===== src/rtl/alu_multicycle_if.sv =====
// Handshake and operand/result bundle between the pipeline and alu_multicycle.
// master = pipeline side, slave = ALU side.
interface alu_multicycle_if #(
    parameter int WIDTH = 32
);
    logic             start_i;
    logic [2:0]       ALUCtrl_i;
    logic [WIDTH-1:0] data1_i;
    logic [WIDTH-1:0] data2_i;
    logic             busy_o;
    logic             done_o;
    logic [WIDTH-1:0] data_o;
    logic             zero_o;

    modport master (
        output start_i, ALUCtrl_i, data1_i, data2_i,
        input  busy_o, done_o, data_o, zero_o
    );

    modport slave (
        input  start_i, ALUCtrl_i, data1_i, data2_i,
        output busy_o, done_o, data_o, zero_o
    );
endinterface


===== src/rtl/alu_multicycle.sv =====
// Execution-stage ALU: single-cycle logic/arith ops, iterative shift-add multiply.
// Define ALU_MUL_EARLY_TERM_EN to finish a multiply once the remaining multiplier bits are zero.
module alu_multicycle #(
    parameter int WIDTH = 32
) (
    input  logic              clk_i,
    input  logic              rst_i,
    alu_multicycle_if.slave   alu
);
    localparam int CW = $clog2(WIDTH + 1);

    typedef enum logic {S_IDLE, S_MUL} state_e;

    typedef enum logic [2:0] {
        OP_AND = 3'b000,
        OP_OR  = 3'b001,
        OP_ADD = 3'b010,
        OP_MUL = 3'b100,
        OP_SUB = 3'b110,
        OP_SLT = 3'b111
    } alu_op_e;

    state_e           state_q, state_d;
    logic [WIDTH-1:0] mcand_q, mcand_d;
    logic [WIDTH-1:0] mplier_q, mplier_d;
    logic [WIDTH-1:0] acc_q, acc_d;
    logic [CW-1:0]    cnt_q, cnt_d;
    logic [WIDTH-1:0] data_q, data_d;
    logic             zero_q, zero_d;
    logic             done_q, done_d;

    logic [WIDTH-1:0] alu_res;
    logic [WIDTH-1:0] acc_next;
    logic [WIDTH-1:0] mplier_next;
    logic             mul_last;

    always_comb begin
        alu_res = '0;
        case (alu_op_e'(alu.ALUCtrl_i))
            OP_AND:  alu_res = alu.data1_i & alu.data2_i;
            OP_OR:   alu_res = alu.data1_i | alu.data2_i;
            OP_ADD:  alu_res = alu.data1_i + alu.data2_i;
            OP_SUB:  alu_res = alu.data1_i - alu.data2_i;
            OP_SLT:  alu_res = {{(WIDTH-1){1'b0}}, ($signed(alu.data1_i) < $signed(alu.data2_i))};
            default: alu_res = '0;
        endcase
    end

    assign acc_next    = mplier_q[0] ? (acc_q + mcand_q) : acc_q;
    assign mplier_next = mplier_q >> 1;

`ifdef ALU_MUL_EARLY_TERM_EN
    assign mul_last = (cnt_q == CW'(1)) || (mplier_next == '0);
`else
    assign mul_last = (cnt_q == CW'(1));
`endif

    always_comb begin
        state_d  = state_q;
        mcand_d  = mcand_q;
        mplier_d = mplier_q;
        acc_d    = acc_q;
        cnt_d    = cnt_q;
        data_d   = data_q;
        zero_d   = zero_q;
        done_d   = 1'b0;

        case (state_q)
            S_IDLE: begin
                if (alu.start_i) begin
                    if (alu.ALUCtrl_i == OP_MUL) begin
                        mcand_d  = alu.data1_i;
                        mplier_d = alu.data2_i;
                        acc_d    = '0;
                        cnt_d    = CW'(WIDTH);
                        state_d  = S_MUL;
                    end else begin
                        data_d = alu_res;
                        zero_d = (alu_res == '0);
                        done_d = 1'b1;
                    end
                end
            end
            S_MUL: begin
                acc_d    = acc_next;
                mcand_d  = mcand_q << 1;
                mplier_d = mplier_next;
                cnt_d    = cnt_q - CW'(1);
                if (mul_last) begin
                    data_d  = acc_next;
                    zero_d  = (acc_next == '0);
                    done_d  = 1'b1;
                    state_d = S_IDLE;
                end
            end
            default: state_d = S_IDLE;
        endcase
    end

    always_ff @(posedge clk_i or negedge rst_i) begin
        if (!rst_i) begin
            state_q  <= S_IDLE;
            mcand_q  <= '0;
            mplier_q <= '0;
            acc_q    <= '0;
            cnt_q    <= '0;
            data_q   <= '0;
            zero_q   <= 1'b1;
            done_q   <= 1'b0;
        end else begin
            state_q  <= state_d;
            mcand_q  <= mcand_d;
            mplier_q <= mplier_d;
            acc_q    <= acc_d;
            cnt_q    <= cnt_d;
            data_q   <= data_d;
            zero_q   <= zero_d;
            done_q   <= done_d;
        end
    end

    assign alu.busy_o = (state_q == S_MUL);
    assign alu.done_o = done_q;
    assign alu.data_o = data_q;
    assign alu.zero_o = zero_q;
endmodule


===== src/flat_wrapper.sv =====
// flat-port wrapper written by rule: the top's interface ports become plain ports
module alu_multicycle_flat 
#(
    parameter int WIDTH = 32
)
  (clk_i, rst_i, alu_start_i, alu_ALUCtrl_i, alu_data1_i, alu_data2_i, alu_busy_o, alu_done_o, alu_data_o, alu_zero_o);
  alu_multicycle_if #(.WIDTH(WIDTH)) alu_i ();
  input  logic clk_i;
  input  logic rst_i;
  input wire logic [$bits(alu_i.start_i)-1:0] alu_start_i;
  input wire logic [$bits(alu_i.ALUCtrl_i)-1:0] alu_ALUCtrl_i;
  input wire logic [$bits(alu_i.data1_i)-1:0] alu_data1_i;
  input wire logic [$bits(alu_i.data2_i)-1:0] alu_data2_i;
  output wire logic [$bits(alu_i.busy_o)-1:0] alu_busy_o;
  output wire logic [$bits(alu_i.done_o)-1:0] alu_done_o;
  output wire logic [$bits(alu_i.data_o)-1:0] alu_data_o;
  output wire logic [$bits(alu_i.zero_o)-1:0] alu_zero_o;
  assign alu_i.start_i = alu_start_i;
  assign alu_i.ALUCtrl_i = alu_ALUCtrl_i;
  assign alu_i.data1_i = alu_data1_i;
  assign alu_i.data2_i = alu_data2_i;
  assign alu_busy_o = alu_i.busy_o;
  assign alu_done_o = alu_i.done_o;
  assign alu_data_o = alu_i.data_o;
  assign alu_zero_o = alu_i.zero_o;
  alu_multicycle #(.WIDTH(WIDTH)) u_core (.clk_i(clk_i), .rst_i(rst_i), .alu(alu_i));
endmodule

===== config.mk =====
export PLATFORM = sky130hd
export DESIGN_NAME = alu_multicycle_flat
export DESIGN_NICKNAME = d
export VERILOG_FILES = /design/src/rtl/alu_multicycle_if.sv /design/src/rtl/alu_multicycle.sv /design/src/flat_wrapper.sv
export SDC_FILE = /design/constraint.sdc
export NUM_CORES = 1
export LEC_CHECK = 0
export ABC_AREA = 1
export CAP_MARGIN = 20
export CELL_PAD_IN_SITES_DETAIL_PLACEMENT = 1
export CELL_PAD_IN_SITES_GLOBAL_PLACEMENT = 2
export CORE_AREA = 2 2 233 235
export DETAILED_ROUTE_END_ITERATION = 8
export DIE_AREA = 0 0 235 237
export PLACE_DENSITY_LB_ADDON = 0.1
export RECOVER_POWER = 50
export REMOVE_ABC_BUFFERS = 1
export SLEW_MARGIN = 10
export SYNTH_ARGS = -nofsm -noshare
export SYNTH_HDL_FRONTEND = slang
export SYNTH_SLANG_ARGS = --single-unit

===== constraint.sdc =====
create_clock -name clk_i -period 2.1 [get_ports clk_i]
set_input_delay 0.42 -clock clk_i [delete_from_list [all_inputs] [get_ports clk_i]]
set_output_delay 0.42 -clock clk_i [all_outputs]
set_load 0.1 [all_outputs]

==> results by group, run 1 <==
Outcome
  • Outcome: complete, but fails checks
  • Violated checks: setup timing

Setup path
  • Crit Path Max Fanout: 4
  • CP Data Required Time: ~2.5 ns
  • Most used cell, CP: nand2_1
  • Crit path cell chain: ha_4 -> fa_2 -> nand3_2 -> nand3_4 -> buf_4 -> buf_6 -> xnor2_2 -> nand2_1 -> o21ai_2 -> nand4_1 -> nor2_4 -> nand4_1 -> nand2_1 -> nand2_1 -> nand2_1
  • Setup crit end kind: flop
  • CP Data Arrival Time: 3.18 ns
  • Crit-path slowest cell: dfrtp_2
  • Highest cell delay on the worst timing path: ~0.45 ns
  • Crit Path Class: reg -> reg
  • Startpoint Class: flop

Clock tree
  • Clk_lat worst skew: 0.47 ns
  • Clock Tree Buf Depth: 2
  • TritonCTS clock tree: yes
  • Root buf cell: clkbuf_16
  • Worst-path clk slew: about 0.070 ns
  • Num Clock Sinks: 137
  • H-tree depth: 4
  • Cts bufs inserted: 17

Finish
  • Share of post-route cells with drive strength above 1: 0.446
  • # nets final: 3622
  • Antenna Diode Count: 0
  • Core Util, Final: 0.494
  • P&R area growth vs syn: 71.8%
  • Design area: between 0.02 and 0.03 mm2

Placement
  • DP Wirelength: about 66000 um
  • Placement Cell Area: about 0.022 mm2
  • Port bufs: approximately 100
  • Routability Congestion: between 0.8 and 0.9

Global route
  • Vias in the first global route: 21.1k
  • GRT overflow: 0
  • Largest net degree at the start of global routing: between 90 and 100
  • Tot GR Track Use: 0.288
  • First-pass GRT wire length: around 120000 um
  • Antenna violations before repair: 3

STA
  • Hold WS: 0.259 ns
  • Final Cycle Share: 1.32
  • Worst Tran Pin Value: ~1.3 ns
  • Endpoints failing setup: slightly above 50
  • Final Hold Fails: 0
  • Worst slew margin: 0.149
  • Worst Slack Setup Final: -0.668 ns
  • RSZ-0062 raised after global routing: yes
  • Max Fclk: roughly 360 MHz
  • Min cycle time layout: roughly 2.8 ns
  • Slew Limit Fails: 0
  • Layout Skew: approximately 0.014 ns

Floorplanning
  • Die area: between 0.05 and 0.06 mm2
  • IO Pins: between 100 and 150
  • Starting Density: 0.288
  • Die span in x: approximately 240 um
  • Core Region: between 0.05 and 0.06 mm2
  • Die H: approximately 240 um
  • Rows: between 80 and 90

Yosys
  • Post-synthesis xor/xnor area fraction: 0.00514
  • Post-Synth Adder-Cell Area: 0.112
  • Simple-gate share of the synthesized area: 0.420
  • Post-synthesis compound-gate area fraction: 0.101
  • Yosys reg bits: between 100 and 150
  • Main combinational cell family by area after synthesis: simple AND/OR/NAND/NOR gates
  • Ys async rst share: 1.00
  • Post-synth EDFFs: 0
  • Synthesized area: around 0.015 mm2
  • Synth unique cells: 44
  • Synthesis Warnings: 0
  • Sequential area share after synthesis: 0.224
  • Mean Syn Cell Area: between 5 and 6 um2
  • Main synth FF type: dfrtp_1
  • Cells after Synth: approximately 2.6k
  • Multiplexer share of the synthesized area: 0

Hold path
  • Hold crit path type: in -> reg

Pwr
  • LEAKAGE: approximately 14 nW
  • Total design power: between 30 and 40 mW
  • Pwr/cell area: ~1400 mW/mm2
  • Peak supply drop: around 0.00076 V

Routing
  • DRT antenna net count: 0
  • Vias post-DR: 19.9k
  • Post-Route WL: ~80000 um
  • # DRC: 0
  • Starting DRT DRC Count: ~800
  • WL/cell: 19.7 um
  • Via density: 4.83
  • 1st-pass router iterations: 5

Flow run
  • Total of max-cap violations: 0
[Yosys cell counts, types with 7 or more instances]
library cell / number / area [um2]
nand2_1: 936 / 3510
nand4_1: 28 / 175
clkbuf_1: 42 / 158
inv_1: 437 / 1640
o21bai_1: 8 / 60.1
nand3_2: 12 / 120
buf_6: 7 / 78.8
dfrtp_1: 136 / 3400
a21oi_1: 95 / 475
inv_2: 7 / 26.3
nand3b_1: 13 / 97.6
nor2_1: 278 / 1040
or2_2: 10 / 62.6
buf_2: 21 / 105
nand2_2: 16 / 100
o22ai_1: 24 / 150
nand3_1: 202 / 1010
o21ai_0: 57 / 285
buf_1: 8 / 30.0
ha_1: 132 / 1650
nor2_2: 12 / 75.1
nor3_1: 18 / 90.1
a31oi_1: 80 / 500
[worst max-delay path: cells and delay by family, from the launching register on]
family          cells  cell delay (ns)
flops               1             0.45
simple gates        9             1.19
xor+xnor            1             0.12
compound gates      1             0.09
buf+inv             2             0.28
fa+ha+maj           2             0.54
[cells by family after synthesis]
kind of cell	after synthesis
AND/OR/NAND/NOR	1542
buffers and inverters	533
AO/OA/AOI/OAI	273
flip-flops	137
adder cells (fa/ha/maj)	135
XOR/XNOR	9
[cell usage in the layout, fill, tap and decap left out, types with 11 or more instances in the layout]
master	instances
nand2_1	726
buf_4	707
inv_1	350
nor2_1	200
nand2_2	159
nand3_1	141
dfrtp_1	130
inv_2	85
a31oi_1	79
nand2_4	67
ha_1	64
ha_4	60
buf_6	59
nand3_2	52
nor2_2	50
nor2_4	45
a21oi_1	44
a21oi_2	40
o21ai_0	36
nand4_1	28
o22ai_1	24
nand3_4	21
buf_12	20
clkbuf_16	17
buf_2	16
clkbuf_2	15
a21oi_4	14
nand3b_1	13
o21ai_1	12
clkdlybuf4s15_2	12
dlygate4sd2_1	12
nor3_2	11
[power breakdown]
| group | internal (mW) | switching (mW) | leakage (nW) |
|---|---|---|---|
| registers | 4.01 | 1.29 | 1.59 |
| clock network | 1.67 | 1.41 | 0.280 |
| logic | 12.0 | 16.1 | 12.0 |
[state kept, by name (all words and copies together), names as in the netlist]
register and cells:
u_core.mcand_q 32, u_core.alu.busy_o 1, u_core.cnt_q 6, u_core.alu.zero_o 1, u_core.alu.data_o 32, u_core.alu.done_o 1, u_core.acc_q 32, u_core.mplier_q 32
[metrics by stage]
| step | worst slack, ns | TNS [ns] | instances |
|---|---|---|---|
| CTS | -0.636 | -9.62 | 4090 |
| detailed placement | -1.91 | -59.24 | 3996 |
| floorplan | -7.28 | -724.79 | 2542 |
| global route | -0.773 | -16.67 | 4126 |
| global placement | -1.94 | -54.00 | 3996 |
| finish | -0.668 | -9.69 | 4126 |
[per-layer routing]
metal  GRT usage  up-vias  share of wire  wire (um)
li1            -     9783              -          -
met1       0.373     9804           0.46      37300
met2       0.495      261           0.48      39500
met3      0.0396       97          0.030       2460
met4      0.0890        4          0.027       2170
met5           0        -        0.00033         27
[cell type report]
type | count | area, um2
fill | 6854 | 27000
multi-input combinational | 1959 | 12800
timing repair buffer | 856 | 6940
sequential | 137 | 3440
inverter | 446 | 1700
tap | 696 | 871
clock buffer | 17 | 425
clock inverter | 15 | 156
[worst paths after layout]
kind                            slack, ns             endpoint                 from  cells after the start
worst max-delay path                -0.67    u_core.alu.zero_o    u_core.mcand_q[0]                     15
worst min-delay path                 0.26   u_core.mplier_q[2]       alu_data2_i[2]                      3
worst max register to register      -0.67    u_core.alu.zero_o    u_core.mcand_q[0]                     15
worst min register to register       0.49  u_core.mplier_q[31]  u_core.mplier_q[31]                      2
max in group asynchronous            0.12    u_core.mcand_q[3]                rst_i                      3
min in group asynchronous            0.76   u_core.mplier_q[4]                rst_i                      2
[what timing repair did]
action | 4_1_cts | 5_1_grt
hold buffers | 1 | 0
resized for setup | 712 | 349
endpoints found under the setup margin | 60 | 61
endpoints found under the hold margin | 32 | 0
buffers inserted | 65 | 43
pin swaps | 161 | 123
Note: power is estimated with default switching activity, not from simulation.
==> run 2: changes to the inputs <==
- CORE_AREA: 2 2 233 235 -> 5 5 236 238
- DIE_AREA: 0 0 235 237 -> 0 0 241 243
==> run 2 against run 1 <==
Compared with the run above: the flow finishes with violations (capacitance limit, slew limit, setup timing); final cell count is 1.1% lower; clock skew down 0.0022 ns; largest cell class unchanged; critical path type unchanged; highest routed layer is now met4; maximum frequency shrank 3.0%; critical path depth up 2; die area is 5.1% higher; sequential power about the same.
==> results by group, run 2 (synthesis results as in run 1) <==
STA
  • Max Fclk: 350 MHz (was 361 MHz)
  • Endpoints failing setup: 51 (unchanged)
  • Final Cycle Share: 1.36 (was 1.32)
  • TNS Setup: -11.43 ns (was -9.69 ns)
  • Worst Slack Setup Final: -0.754 ns (was -0.668 ns)
  • Slew Limit Fails: 56 (was 0)
  • Final Hold Fails: 0 (unchanged)
  • RSZ-0062 raised after global routing: yes (unchanged)
  • Hold WS: 0.348 ns (was 0.259 ns)
  • Layout Skew: 0.0115 ns (was 0.0137 ns)
  • Min cycle time layout: 2.85 ns (was 2.77 ns)
  • Worst slew margin: -0.111 (was 0.149)
  • Worst Tran Pin Value: 1.67 ns (was 1.28 ns)

Routing
  • 1st-pass router iterations: 5 (unchanged)
  • Starting DRT DRC Count: 903 (was 805)
  • Vias post-DR: 19.7k (was 19.9k)
  • WL/cell: 19.7 um (about the same)
  • # DRC: 0 (unchanged)
  • DRT antenna net count: 0 (unchanged)
  • Post-Route WL: 80400 um (was 81500 um)
  • Via density: 4.82 (was 4.83)

Placement
  • Port bufs: 104 (unchanged)
  • Dpl cells: 3966 (was 3996)
  • Routability Congestion: 0.947 (was 0.891)
  • DP Wirelength: 65800 um (was 65900 um)

Setup path
  • Crit Path Class: reg -> reg (unchanged)
  • Setup crit end kind: flop (unchanged)
  • CP Data Arrival Time: 3.26 ns (was 3.18 ns)
  • Startpoint Class: flop (unchanged)
  • CP Data Required Time: 2.51 ns (about the same)
  • Crit Path Max Fanout: 4 (unchanged)
  • R2R depth: 17 (was 15)

Global route
  • Largest net degree at the start of global routing: 94 (unchanged)
  • GRT overflow: 0 (unchanged)
  • Vias in the first global route: 20.8k (was 21.1k)
  • Tot GR Track Use: 0.270 (was 0.288)
  • First-pass GRT wire length: 122000 um (about the same)
  • Antenna violations before repair: 1 (was 3)

Finish
  • Commonest non-fill, non-tap cells in the layout: 798 x nand2_1, 695 x buf_4, 361 x inv_1, 211 x nor2_1, 156 x nand3_1 (was 726 x nand2_1, 707 x buf_4, 350 x inv_1, 200 x nor2_1, 159 x nand2_2)
  • Antenna Diode Count: 0 (unchanged)
  • P&R area growth vs syn: 64.2% (was 71.8%)
  • Most common cell after layout, fill and taps aside: nand2_1 (unchanged)
  • Non-filler cells, final: 4081 (was 4126)
  • Share of post-route cells with drive strength above 1: 0.400 (was 0.446)
  • # nets final: 3578 (was 3622)

Floorplanning
  • Starting Density: 0.287 (was 0.288)
  • IO Pins: 105 (unchanged)
  • Die area: 0.0586 mm2 (was 0.0557 mm2)
  • Rows: 85 (unchanged)
  • Core Region: 0.0534 mm2 (was 0.0533 mm2)
  • Die H: 243 um (was 237 um)
  • Die span in x: 241 um (was 235 um)

Clock tree
  • Root buf cell: clkbuf_16 (unchanged)
  • Cts bufs inserted: 17 (unchanged)
  • H-tree depth: 4 (unchanged)
  • Num Clock Sinks: 137 (unchanged)
  • TritonCTS clock tree: yes (unchanged)
  • Worst-path clk slew: 0.07 ns (about the same)
  • Clock Tree Buf Depth: 2 (unchanged)
  • Clk_lat worst skew: 0.47 ns (about the same)

Pwr
  • LEAKAGE: 13.3 nW (was 13.8 nW)
  • Pwr/cell area: 1400 mW/mm2 (was 1380 mW/mm2)
  • Total design power: 35.2 mW (was 36.5 mW)
  • Peak supply drop: 0.000829 V (was 0.000763 V)

Outcome
  • Outcome: complete, but fails checks (unchanged)
  • Violated checks: capacitance limit, slew limit, setup timing (was setup timing)

Hold path
  • Hold crit path type: in -> reg (unchanged)
  • Hold path cells: 4 (was 3)

Flow run
  • Total of max-cap violations: 1 (was 0)
==> run 2: final timing paths <==
path	startpoint	to	slack (ns)
worst max register to register	u_core.mcand_q[0]	u_core.alu.zero_o	-0.75
worst min-delay path	alu_data2_i[4]	u_core.mplier_q[4]	0.35
max in group asynchronous	rst_i	u_core.mcand_q[3]	0.06
worst max-delay path	u_core.mcand_q[0]	u_core.alu.zero_o	-0.75
min in group asynchronous	rst_i	u_core.mplier_q[5]	0.89
worst min register to register	u_core.cnt_q[5]	u_core.cnt_q[5]	0.50
==> run 2: critical path, stage by stage, from the launching register on <==
cell	delay [ns]
dfrtp_2	0.46
ha_4	0.18
fa_2	0.38
nand3_2	0.10
nand3_4	0.12
nand2_4	0.09
nand2_4	0.07
buf_4	0.14
xnor2_2	0.14
o21ai_2	0.07
nor2_1	0.12
nand4_1	0.18
nor2_1	0.14
buf_4	0.13
nand4_1	0.20
nand2_1	0.14
nand2_1	0.06
nand2_1	0.06
==> run 2: per-layer routing <==
metal / vias to the layer above / global-route usage / share of wire
li1: 9700 / - / -
met1: 9621 / 0.364 / 0.46
met2: 269 / 0.466 / 0.49
met3: 70 / 0.0232 / 0.026
met4: 0 / 0.0642 / 0.025
met5: - / 0 / 0
==> run 2: metrics by stage <==
step | util | instance area, um2 | setup WS, ns
6_report | 0.471 | 25200 | -0.754
5_1_grt | 0.471 | 25200 | -0.897
4_1_cts | 0.460 | 24500 | -0.742
3_5_place_dp | 0.406 | 21700 | -1.79
3_3_place_gp | 0.406 | 21700 | -1.77
2_1_floorplan | - | 14900 | -7.28
==> run 2: area by class of cell <==
class,instances,area [um2]
multi-input combinational,1959,12100
timing repair buffer,812,6480
clock buffer,20,457
fill,6977,28200
sequential,137,3440
inverter,446,1690
clock inverter,11,98.8
tap,696,871
==> run 2: power by group <==
| part | switching [mW] | internal [mW] |
|---|---|---|
| logic | 15.5 | 11.4 |
| registers | 1.30 | 4.02 |
| clock network | 1.31 | 1.68 |
==> run 2: repair_timing <==
item,4_1_cts,5_1_grt
setup endpoints to repair,60,62
pin swaps,137,62
setup buffers,64,24
gates resized for setup,669,168
hold endpoints to repair,34,0
hold buffers,1,0
